==> src/rtl/icache_assoc_if.sv <==
// rtl/icache_assoc_if.sv - fetch-side and memory-side signal bundle for icache_assoc
// master drives fetch requests and memory responses; slave is the cache itself.
interface icache_assoc_if;
  logic        imemREN;
  logic [31:0] imemaddr;
  logic        iflush;
  logic        ihit;
  logic [31:0] imemload;
  logic        iREN;
  logic [31:0] iaddr;
  logic        iwait;
  logic [31:0] iload;

  modport master (
    output imemREN, imemaddr, iflush, iwait, iload,
    input  ihit, imemload, iREN, iaddr
  );

  modport slave (
    input  imemREN, imemaddr, iflush, iwait, iload,
    output ihit, imemload, iREN, iaddr
  );
endinterface

==> src/rtl/icache_assoc.sv <==
// rtl/icache_assoc.sv - 1/2-way set-associative instruction cache with LRU and block fill
// Optional hit/miss counters enabled by ICACHE_STATS_EN.
module icache_assoc #(
  parameter int WAYS  = 2,
  parameter int SETS  = 8,
  parameter int WORDS = 2
) (
  input  logic CLK,
  input  logic RST,
  icache_assoc_if.slave bus
`ifdef ICACHE_STATS_EN
  ,
  output logic [31:0] hit_count,
  output logic [31:0] miss_count
`endif
);
  localparam int WB  = $clog2(WORDS);
  localparam int IB  = $clog2(SETS);
  localparam int TW  = 30 - WB - IB;
  localparam int WIW = (WB > 0) ? WB : 1;

  typedef enum logic {IDLE, FILL} state_t;

  state_t              state;
  logic [1:0][SETS-1:0] valid;
  logic [SETS-1:0]     lru;
  logic [TW-1:0]       tag_mem  [2][SETS];
  logic [31:0]         data_mem [2][SETS][WORDS];
  logic [31:0]         fill_buf [WORDS];
  logic [31:0]         fill_base;
  logic [WIW-1:0]      cnt;

  logic [IB-1:0]  req_idx, fill_idx;
  logic [TW-1:0]  req_tag, fill_tag;
  logic [WIW-1:0] req_word;
  logic [1:0]     match;
  logic           any_hit, hit_way, victim;
  logic           capture, done;
  logic           unused_bits;

  assign req_idx  = bus.imemaddr[2+WB +: IB];
  assign req_tag  = bus.imemaddr[31 -: TW];
  assign req_word = (WB > 0) ? bus.imemaddr[2 +: WIW] : '0;
  assign fill_idx = fill_base[2+WB +: IB];
  assign fill_tag = fill_base[31 -: TW];
  assign unused_bits = ^bus.imemaddr[1:0];

  assign match[0] = valid[0][req_idx] && (tag_mem[0][req_idx] == req_tag);
  assign match[1] = (WAYS == 2) && valid[1][req_idx] && (tag_mem[1][req_idx] == req_tag);
  assign any_hit  = |match;
  assign hit_way  = match[1];

  assign bus.ihit     = !RST && (state == IDLE) && bus.imemREN && !bus.iflush && any_hit;
  assign bus.imemload = bus.ihit ? data_mem[hit_way][req_idx][req_word] : '0;
  assign bus.iREN     = !RST && (state == FILL);
  assign bus.iaddr    = bus.iREN ? fill_base + (32'(cnt) << 2) : '0;

  // Fill empty ways first, otherwise replace the least-recently-used one.
  always_comb begin
    victim = 1'b0;
    if (WAYS == 2) begin
      if (!valid[0][fill_idx])      victim = 1'b0;
      else if (!valid[1][fill_idx]) victim = 1'b1;
      else                          victim = lru[fill_idx];
    end
  end

  assign capture = (state == FILL) && !bus.iflush && !bus.iwait;
  assign done    = capture && (cnt == WIW'(WORDS - 1));

  always_ff @(posedge CLK or posedge RST) begin
    if (RST) begin
      state     <= IDLE;
      valid     <= '0;
      lru       <= '0;
      cnt       <= '0;
      fill_base <= '0;
`ifdef ICACHE_STATS_EN
      hit_count  <= '0;
      miss_count <= '0;
`endif
    end else begin
      case (state)
        IDLE: begin
          if (bus.iflush) begin
            valid <= '0;
            lru   <= '0;
          end else if (bus.imemREN) begin
            if (any_hit) begin
              if (WAYS == 2) lru[req_idx] <= ~hit_way;
`ifdef ICACHE_STATS_EN
              if (hit_count != '1) hit_count <= hit_count + 32'd1;
`endif
            end else begin
              fill_base <= bus.imemaddr & ~32'(4 * WORDS - 1);
              cnt       <= '0;
              state     <= FILL;
`ifdef ICACHE_STATS_EN
              if (miss_count != '1) miss_count <= miss_count + 32'd1;
`endif
            end
          end
        end
        FILL: begin
          if (bus.iflush) begin
            cnt   <= '0;
            state <= IDLE;
          end else if (!bus.iwait) begin
            if (done) begin
              valid[victim][fill_idx] <= 1'b1;
              if (WAYS == 2) lru[fill_idx] <= ~victim;
              cnt   <= '0;
              state <= IDLE;
            end else begin
              cnt <= cnt + WIW'(1);
            end
          end
        end
        default: state <= IDLE;
      endcase
    end
  end

  // The final word goes straight from iload into the array on the completing edge.
  always_ff @(posedge CLK) begin
    if (capture) fill_buf[cnt] <= bus.iload;
    if (done) begin
      tag_mem[victim][fill_idx] <= fill_tag;
      for (int w = 0; w < WORDS; w++) begin
        data_mem[victim][fill_idx][w] <= (w == WORDS - 1) ? bus.iload : fill_buf[w];
      end
    end
  end
endmodule

==> src/flat_wrapper.sv <==
// flat-port wrapper written by rule: the top's interface ports become plain ports
module icache_assoc_flat 
#(
  parameter int WAYS  = 2,
  parameter int SETS  = 8,
  parameter int WORDS = 2
)
  (CLK, RST, bus_imemREN, bus_imemaddr, bus_iflush, bus_iwait, bus_iload, bus_ihit, bus_imemload, bus_iREN, bus_iaddr);
  icache_assoc_if bus_i ();
  input  logic CLK;
  input  logic RST;
  input wire logic [$bits(bus_i.imemREN)-1:0] bus_imemREN;
  input wire logic [$bits(bus_i.imemaddr)-1:0] bus_imemaddr;
  input wire logic [$bits(bus_i.iflush)-1:0] bus_iflush;
  input wire logic [$bits(bus_i.iwait)-1:0] bus_iwait;
  input wire logic [$bits(bus_i.iload)-1:0] bus_iload;
  output wire logic [$bits(bus_i.ihit)-1:0] bus_ihit;
  output wire logic [$bits(bus_i.imemload)-1:0] bus_imemload;
  output wire logic [$bits(bus_i.iREN)-1:0] bus_iREN;
  output wire logic [$bits(bus_i.iaddr)-1:0] bus_iaddr;
  assign bus_i.imemREN = bus_imemREN;
  assign bus_i.imemaddr = bus_imemaddr;
  assign bus_i.iflush = bus_iflush;
  assign bus_i.iwait = bus_iwait;
  assign bus_i.iload = bus_iload;
  assign bus_ihit = bus_i.ihit;
  assign bus_imemload = bus_i.imemload;
  assign bus_iREN = bus_i.iREN;
  assign bus_iaddr = bus_i.iaddr;
  icache_assoc #(.WAYS(WAYS), .SETS(SETS), .WORDS(WORDS)) u_core (.CLK(CLK), .RST(RST), .bus(bus_i));
endmodule
==> config.mk <==
export PLATFORM = sky130hd
export DESIGN_NAME = icache_assoc_flat
export DESIGN_NICKNAME = d
export VERILOG_FILES = /design/src/rtl/icache_assoc_if.sv /design/src/rtl/icache_assoc.sv /design/src/flat_wrapper.sv
export SDC_FILE = /design/constraint.sdc
export NUM_CORES = 2
export LEC_CHECK = 0
export ABC_CLOCK_PERIOD_IN_PS = 22700
export BUFFER_PORTS_ARGS = -buffer_cell sky130_fd_sc_hd__buf_2
export CAP_MARGIN = 20
export CORE_MARGIN = 2
export CORE_UTILIZATION = 60
export DETAILED_ROUTE_END_ITERATION = 12
export HOLD_SLACK_MARGIN = 0.15
export PLACE_DENSITY = 0.77
export SLEW_MARGIN = 40
export SYNTH_ARGS = -nofsm -noshare
export SYNTH_HDL_FRONTEND = slang
export SYNTH_SLANG_ARGS = --single-unit
==> constraint.sdc <==
create_clock -name CLK -period 22.7 [get_ports CLK]
set_input_delay 4.54 -clock CLK [delete_from_list [all_inputs] [get_ports CLK]]
set_output_delay 4.54 -clock CLK [all_outputs]
set_load 0.02 [all_outputs]
==> After elaboration in Yosys (flattened, before gate mapping) <==
Memory sizes are Yosys's and may differ from the RTL's.
Index checks and enable logic that the tools add are counted.
{ "totals": {"mem_bits_rw": 1504, "ff_bits": 55, "wordCells": 1160, "output_inout_bits": 66, "inputBits": 69, "memories": 3} }
{ "op_classes": {"order_cmp": 10, "n_addsub": 2, "eq_ne": 12, "n_mux": 584, "bitwise": 521, "reduce_logical": 22} }
{ "mem_list": {"columns": ["memory", "words", "width", "rd", "rd_ports_with_merged_regs", "write_ports", "line_no", "rtl"], "rows": [
  ["u_core.data_mem", 2, 512, 1, 0, 1, "icache_assoc.sv:28", "logic [31:0] data_mem [2][SETS][WORDS];"],
  ["u_core.tag_mem", 2, 208, 2, 0, 1, "icache_assoc.sv:27", "logic [TW-1:0] tag_mem [2][SETS];"],
  ["u_core.fill_buf", 2, 32, 1, 0, 1, "icache_assoc.sv:29", "logic [31:0] fill_buf [WORDS];"]
]} }
{ "ops": {"columns": ["op", "n"], "rows": [
  ["2-to-1 mux 512 bit", 2],
  ["2-to-1 mux 1 bit", 536],
  ["bitwise OR 1 bit", 512],
  ["demux 64 bit (select 3 bit)", 2],
  ["2-to-1 mux 208 bit", 1],
  ["binary-select mux 64 bit (select 3 bit)", 1],
  ["2-to-1 mux 32 bit", 6],
  ["2-to-1 mux 64 bit", 3],
  ["binary-select mux 26 bit (select 3 bit)", 2],
  ["2-to-1 mux 26 bit", 5],
  ["demux 26 bit (select 3 bit)", 1],
  ["2-to-1 mux 16 bit", 4],
  ["2-to-1 mux 8 bit", 7],
  ["equality test 26 bit", 2],
  ["adder 32 x 3 -> 32 bit", 1],
  ["one-hot mux 16 bit (2 select lines)", 1],
  ["bitwise mux 8 bit", 2],
  ["bitwise OR 16 bit", 1],
  ["one-hot mux 8 bit (2 select lines)", 1],
  ["binary-select mux 1 bit (select 3 bit)", 5],
  ["logical AND 1 bit", 14],
  ["inequality test 2 bit, second input constant", 7],
  ["AND reduction 4 bit", 3],
  ["demux 8 bit (select 1 bit)", 1],
  ["18 further kinds", 31]
]} }

==> Longest topological paths before layout <==
An unclocked memory read counts as a cell.
{ "depth": {"depth_word": 14, "depth_mapped": 19, "ltp_nobuf": 11} }

==> Worst setup path before layout <==
Ideal clock, no wire load.
{ "synth_path": {"kind": "input port to output port", "from": "in bus_imemaddr[5]", "to": "out bus_imemload[13]", "arrival_ps": 8046, "path_stages": 14, "required_ps": 18160, "path_slack_ps": 10114, "cell_sequence": "buf_2 -> buf_6 -> buf_2 -> buf_1 -> mux4_2 -> a221oi_1 -> xor2_1 -> nand4_1 -> nor4_1 -> a31oi_1 -> nor3_2 -> nand2_1 -> buf_1 -> o32ai_1"} }
{ "synth_lines": {"columns": ["item", "line_no", "rtl"], "rows": [
  ["from (decl)", "flat_wrapper.sv:13", "input wire logic [$bits(bus_i.imemaddr)-1:0] bus_imemaddr;"],
  ["inverter 3 -> 4 bit (not written as such)", "icache_assoc.sv:48, icache_assoc.sv:49", null],
  ["binary-select mux 26 bit (select 3 bit), on equally long branches", "icache_assoc.sv:49, icache_assoc.sv:48", null],
  ["2-to-1 mux 26 bit, on equally long branches (2 in a row)", "icache_assoc.sv:49, icache_assoc.sv:48", null],
  ["equality test 26 bit, on equally long branches", "icache_assoc.sv:49, icache_assoc.sv:48", null],
  ["logical AND 1 bit, on equally long branches", "icache_assoc.sv:49, icache_assoc.sv:48", null],
  ["OR reduction 2 bit *", "icache_assoc.sv:50", "assign any_hit = |match;"],
  ["logical AND 1 bit *", "icache_assoc.sv:53", "assign bus.ihit = !RST && (state == IDLE) && bus.imemREN && !bus.iflush && any_hit;"],
  ["named net bus_ihit", "flat_wrapper.sv:17", "output wire logic [$bits(bus_i.ihit)-1:0] bus_ihit;"],
  ["2-to-1 mux 32 bit *", "icache_assoc.sv:54", "assign bus.imemload = bus.ihit ? data_mem[hit_way][req_idx][req_word] : '0;"],
  ["to (decl)", "flat_wrapper.sv:18", "output wire logic [$bits(bus_i.imemload)-1:0] bus_imemload;"]
]} }
The timed path passes the listed nets; every way through them passes the cells marked *. The select of a mux whose other input is x is not followed.

==> Final worst setup path <==
{ "layout_path": {"from": "in bus_imemaddr[4]", "to": "out bus_imemload[8]"} }
{ "layout_via": {"elab_chain_cells": 14} }
{ "layout_rtl": {"columns": ["item", "line_no", "rtl"], "rows": [
  ["inverter 3 -> 4 bit (not written as such)", "icache_assoc.sv:48, icache_assoc.sv:49, icache_assoc.sv:54", null],
  ["binary-select mux 26 bit (select 3 bit)", "icache_assoc.sv:49", "assign match[1] = (WAYS == 2) && valid[1][req_idx] && (tag_mem[1][req_idx] == req_tag);"],
  ["2-to-1 mux 26 bit (not written as such) (2 in a row)", "icache_assoc.sv:49", null],
  ["equality test 26 bit", "icache_assoc.sv:49", null],
  ["logical AND 1 bit", "icache_assoc.sv:49", null],
  ["memory read (2 x 512 bit)", null, null],
  ["binary-select mux 64 bit (select 3 bit)", "icache_assoc.sv:54", null],
  ["2-to-1 mux 64 bit (not written as such) (2 in a row)", "icache_assoc.sv:54", null],
  ["2-to-1 mux 32 bit (not written as such) (3 in a row)", "icache_assoc.sv:54", null],
  ["2-to-1 mux 32 bit *", "icache_assoc.sv:54", null]
]} }
Mark *: on every way between the ends. The rest lies on a longest branch, timed or not. The select of a mux whose other input is x is not followed.

==> metrics.yaml <==
logic_synthesis:
  ys.flop_type: "edfxtp_1"
  synth_area_per_cell_um2: 16.8
  ys_ff_latch: 1527
  synthTopCellsByArea: "edfxtp_1, mux2_2, mux2i_1, mux4_2, nand2_1"
  syn_inst: 3702
  synth_cell_type_count: 75
  netlist_area_um2: 62300
  synth_top_area_cell: "edfxtp_1"
  yosysTopAreaCellShare_pct: 70.9
  synth-edff-count: 1472
  ys_seq_area_share_pct: 73.1
  synth-async-reset-ratio_pct: 3.60
  synth_warnings: 0
grt:
  grt_use_total_pct: 31.9
  antenna_found_initial: 11
  grt_pass1_vias: 36300
  grt_max_degree: 92
  grt-ovfl-total: 0
  grt_pass1_wl_um: 245000
timing:
  fin_setup_tns_ps: 0
  final_max_slew_viol_count: 0
  rsz0062_at_grt: "false"
  whs_ps: 494
  period_share_pct: 71.6
  maxSlewHeadroom_pct: 38.5
  finalClockSkew_ps: 25.5
  hold_viol: 0
  setup_violations: 0
  period_needed_ps: 16250
  worst_slew_pin_slew_ps: 923
  fmax_mhz: 61.5
cts:
  cts_hold_buf: 0
  cts_root_buf: "clkbuf_16"
  post_cts_buffers: 0
  clk-insertion-delay-late_ps: 760
  numCtsBuffers: 149
  cts.sinks: 1527
  clk_pin_slew_worst_paths_ps: 50
  cts_tree: "built"
  h-tree-depth: 4
  cts_resized: 0
  clock_path_buffers: 3
critical_path:
  cp-end-kind: "primary output"
  cpPeakStageDelay_ps: 720
  worst-path-buf-inv: 6
  crit_path_top_delay_cell: "buf_4"
  arrival_ps: 11710
  critPathKind: "in -> out"
  rrSetupSlack_ps: 17910
  path_common_cell: "buf_4"
  cp_max_fo: 50
  path_delay_family: "buffers and inverters"
  reg2reg_depth: 10
  rr_startpoint: "u_core.fill_base[5]"
  r2r_end: "u_core.data_mem[1][382]"
  path_cells: "buf_6, buf_4, buf_4, mux4_2, mux2i_1, xor2_1, or3b_1, nor4_1, and4_4, buf_4, buf_4, mux2_2, o22ai_1, a221oi_1, nand3_1, o32ai_1, buf_2"
  startpoint_type: "primary input"
  required_ps: 18160
route:
  drtAntennaViolNets: 0
  drtIter0Drc: 5943
  route.detailed.drc: 0
  firstDrtPassIters: 6
  routed_via_density: 6.91
  wl_um: 171000
  drt-wirelength-per-cell_um: 32.0
  via_count: 37000
floorplanning:
  fp.coreArea_um2: 103000
  fp.dieH_um: 326
  dieArea_um2: 106000
  rows: 118
  start_util_pct: 60.3
  die_w_um: 326
  io_pins: 135
cells_and_area:
  syn_to_final_growth_pct: 11.6
  drive_above_1_share_pct: 25.0
  nets: 3919
  final_common_cell: "edfxtp_1"
  final_cell_mix: "edfxtp_1, mux2_2, nand2_1"
power_and_ir_drop:
  vdd_drop_max_uv: 66.0
  p_per_area_nw_per_um2: 84.1
  netSwitchingFraction_pct: 21.2
  power.share.combinational_pct: 3.9
  seqPwrFrac_pct: 54.8
  power.leakage_nw: 22.6
  p_switching_mw: 1.24
  internal_power_mw: 4.61
  clkPwrFrac_pct: 41.3
hold_path:
  hold_path.class: "reg -> reg"
  whs_path_depth: 2
  holdCritStartpoint: "u_core.lru[7]"
  hold_end: "u_core.lru[7]"
job:
  maxCapViolations: 0
placement:
  hpwl_um: 86200
  io_buffers: 130
  gpl.final_weighted_congestion: 0.858
outcome:
  status: "completed"
per-layer routing:
layer	global-route usage, %	part of all wire, %	vias to the layer above	routed length (um)
met1	43.3	36	18700	62300
met2	50.7	48	2655	81600
li1	-	-	15100	-
met5	0	0.042	-	72
met4	13.0	3.9	12	6730
met3	6.90	12	438	20500
worst max path at each step:
stage | start | endpoint | slack, ps | depth (start not counted)
finish | bus_imemaddr[4] | bus_imemload[8] | 6450 | 17
global route | bus_imemaddr[4] | bus_imemload[0] | 6210 | 17
CTS | bus_imemaddr[4] | bus_imemload[13] | 6470 | 16
detailed placement | bus_imemaddr[4] | bus_imemload[13] | 6500 | 16
global placement | bus_imemaddr[4] | bus_imemload[0] | 6210 | 17
floorplan | bus_imemaddr[5] | bus_imemload[13] | 10110 | 14
cells in the mapped netlist, types with 19 or more instances:
cell and n:
o221ai_1 68, a31oi_1 48, clkbuf_1 129, dfrtp_1 55, nand4_1 50, mux2i_1 183
mux2_2 416, xor2_1 20, buf_2 44, a221oi_1 19, a21oi_1 26, and2_1 34
nand2_1 386, nor3_1 25, a32oi_1 63, o21ai_0 74, nor2_1 39, edfxtp_1 1472
buf_6 24, o22ai_1 144, a22oi_1 33, buf_4 22, mux4_2 69, nand3_1 65
state kept, by name, indices dropped and copies added, names as in the netlist:
register	count
u_core.data_mem	1024
u_core.tag_mem	416
u_core.fill_buf	32
u_core.fill_base	29
u_core.valid	16
u_core.lru	8
u_core.cnt	1
u_core.state	1
worst reg2reg max path: cells and delay by family (launching register included):
family	cells	cell delay, ps
flip-flops	1	910
AND/OR/NAND/NOR	3	860
buffers and inverters	2	1340
multiplexers	1	290
AO/OA/AOI/OAI	4	960
per-stage QoR:
| step | setup slack (ps) | utilization [%] | cell area (um^2) | power, mW | std cells |
|---|---|---|---|---|---|
| final | 6450 | 67.3 | 69600 | 5.85 | 5352 |
| after global routing | 6210 | 67.3 | 69600 | 5.99 | 5351 |
| after CTS | 6470 | 67.3 | 69500 | 5.86 | 5346 |
| after detailed placement | 6500 | 62.7 | 64800 | 3.49 | 5079 |
| after global placement | 6210 | 62.3 | 64400 | 3.47 | 5065 |
| after floorplan | 10110 | - | 62300 | 3.38 | 3703 |
power by group through the flow:
| stage | Combinational, mW | Clock [mW] | Sequential, mW |
|---|---|---|---|
| after floorplan | 0.147 | 0 | 3.23 |
| after global placement | 0.216 | 0 | 3.26 |
| after detailed placement | 0.222 | 0 | 3.26 |
| after CTS | 0.224 | 2.43 | 3.20 |
| after global routing | 0.239 | 2.53 | 3.21 |
| final | 0.228 | 2.42 | 3.21 |
cells by family (layout without fill, tap and decap cells):
logic type | count (synthesis) | in the layout | synth area share [%]
flops | 1527 | 1527 | 73.1
compound gates | 553 | 553 | 6.34
xor+xnor | 38 | 38 | 0.534
mux | 670 | 670 | 13.0
buf+inv | 244 | 507 | 2.03
simple gates | 669 | 669 | 4.98
other cells | 1 | 8 | 0.00602
final cells by class:
class,instances,area (um^2)
clock buffer,184,4030
fill,6694,33800
multi-input combinational,1932,15700
timing repair buffer,229,1740
antenna,6,15.0
clock inverter,83,708
sequential,1527,45600
tap,1380,1730
inverter,11,41.3
(Power assumes the default switching activity.)
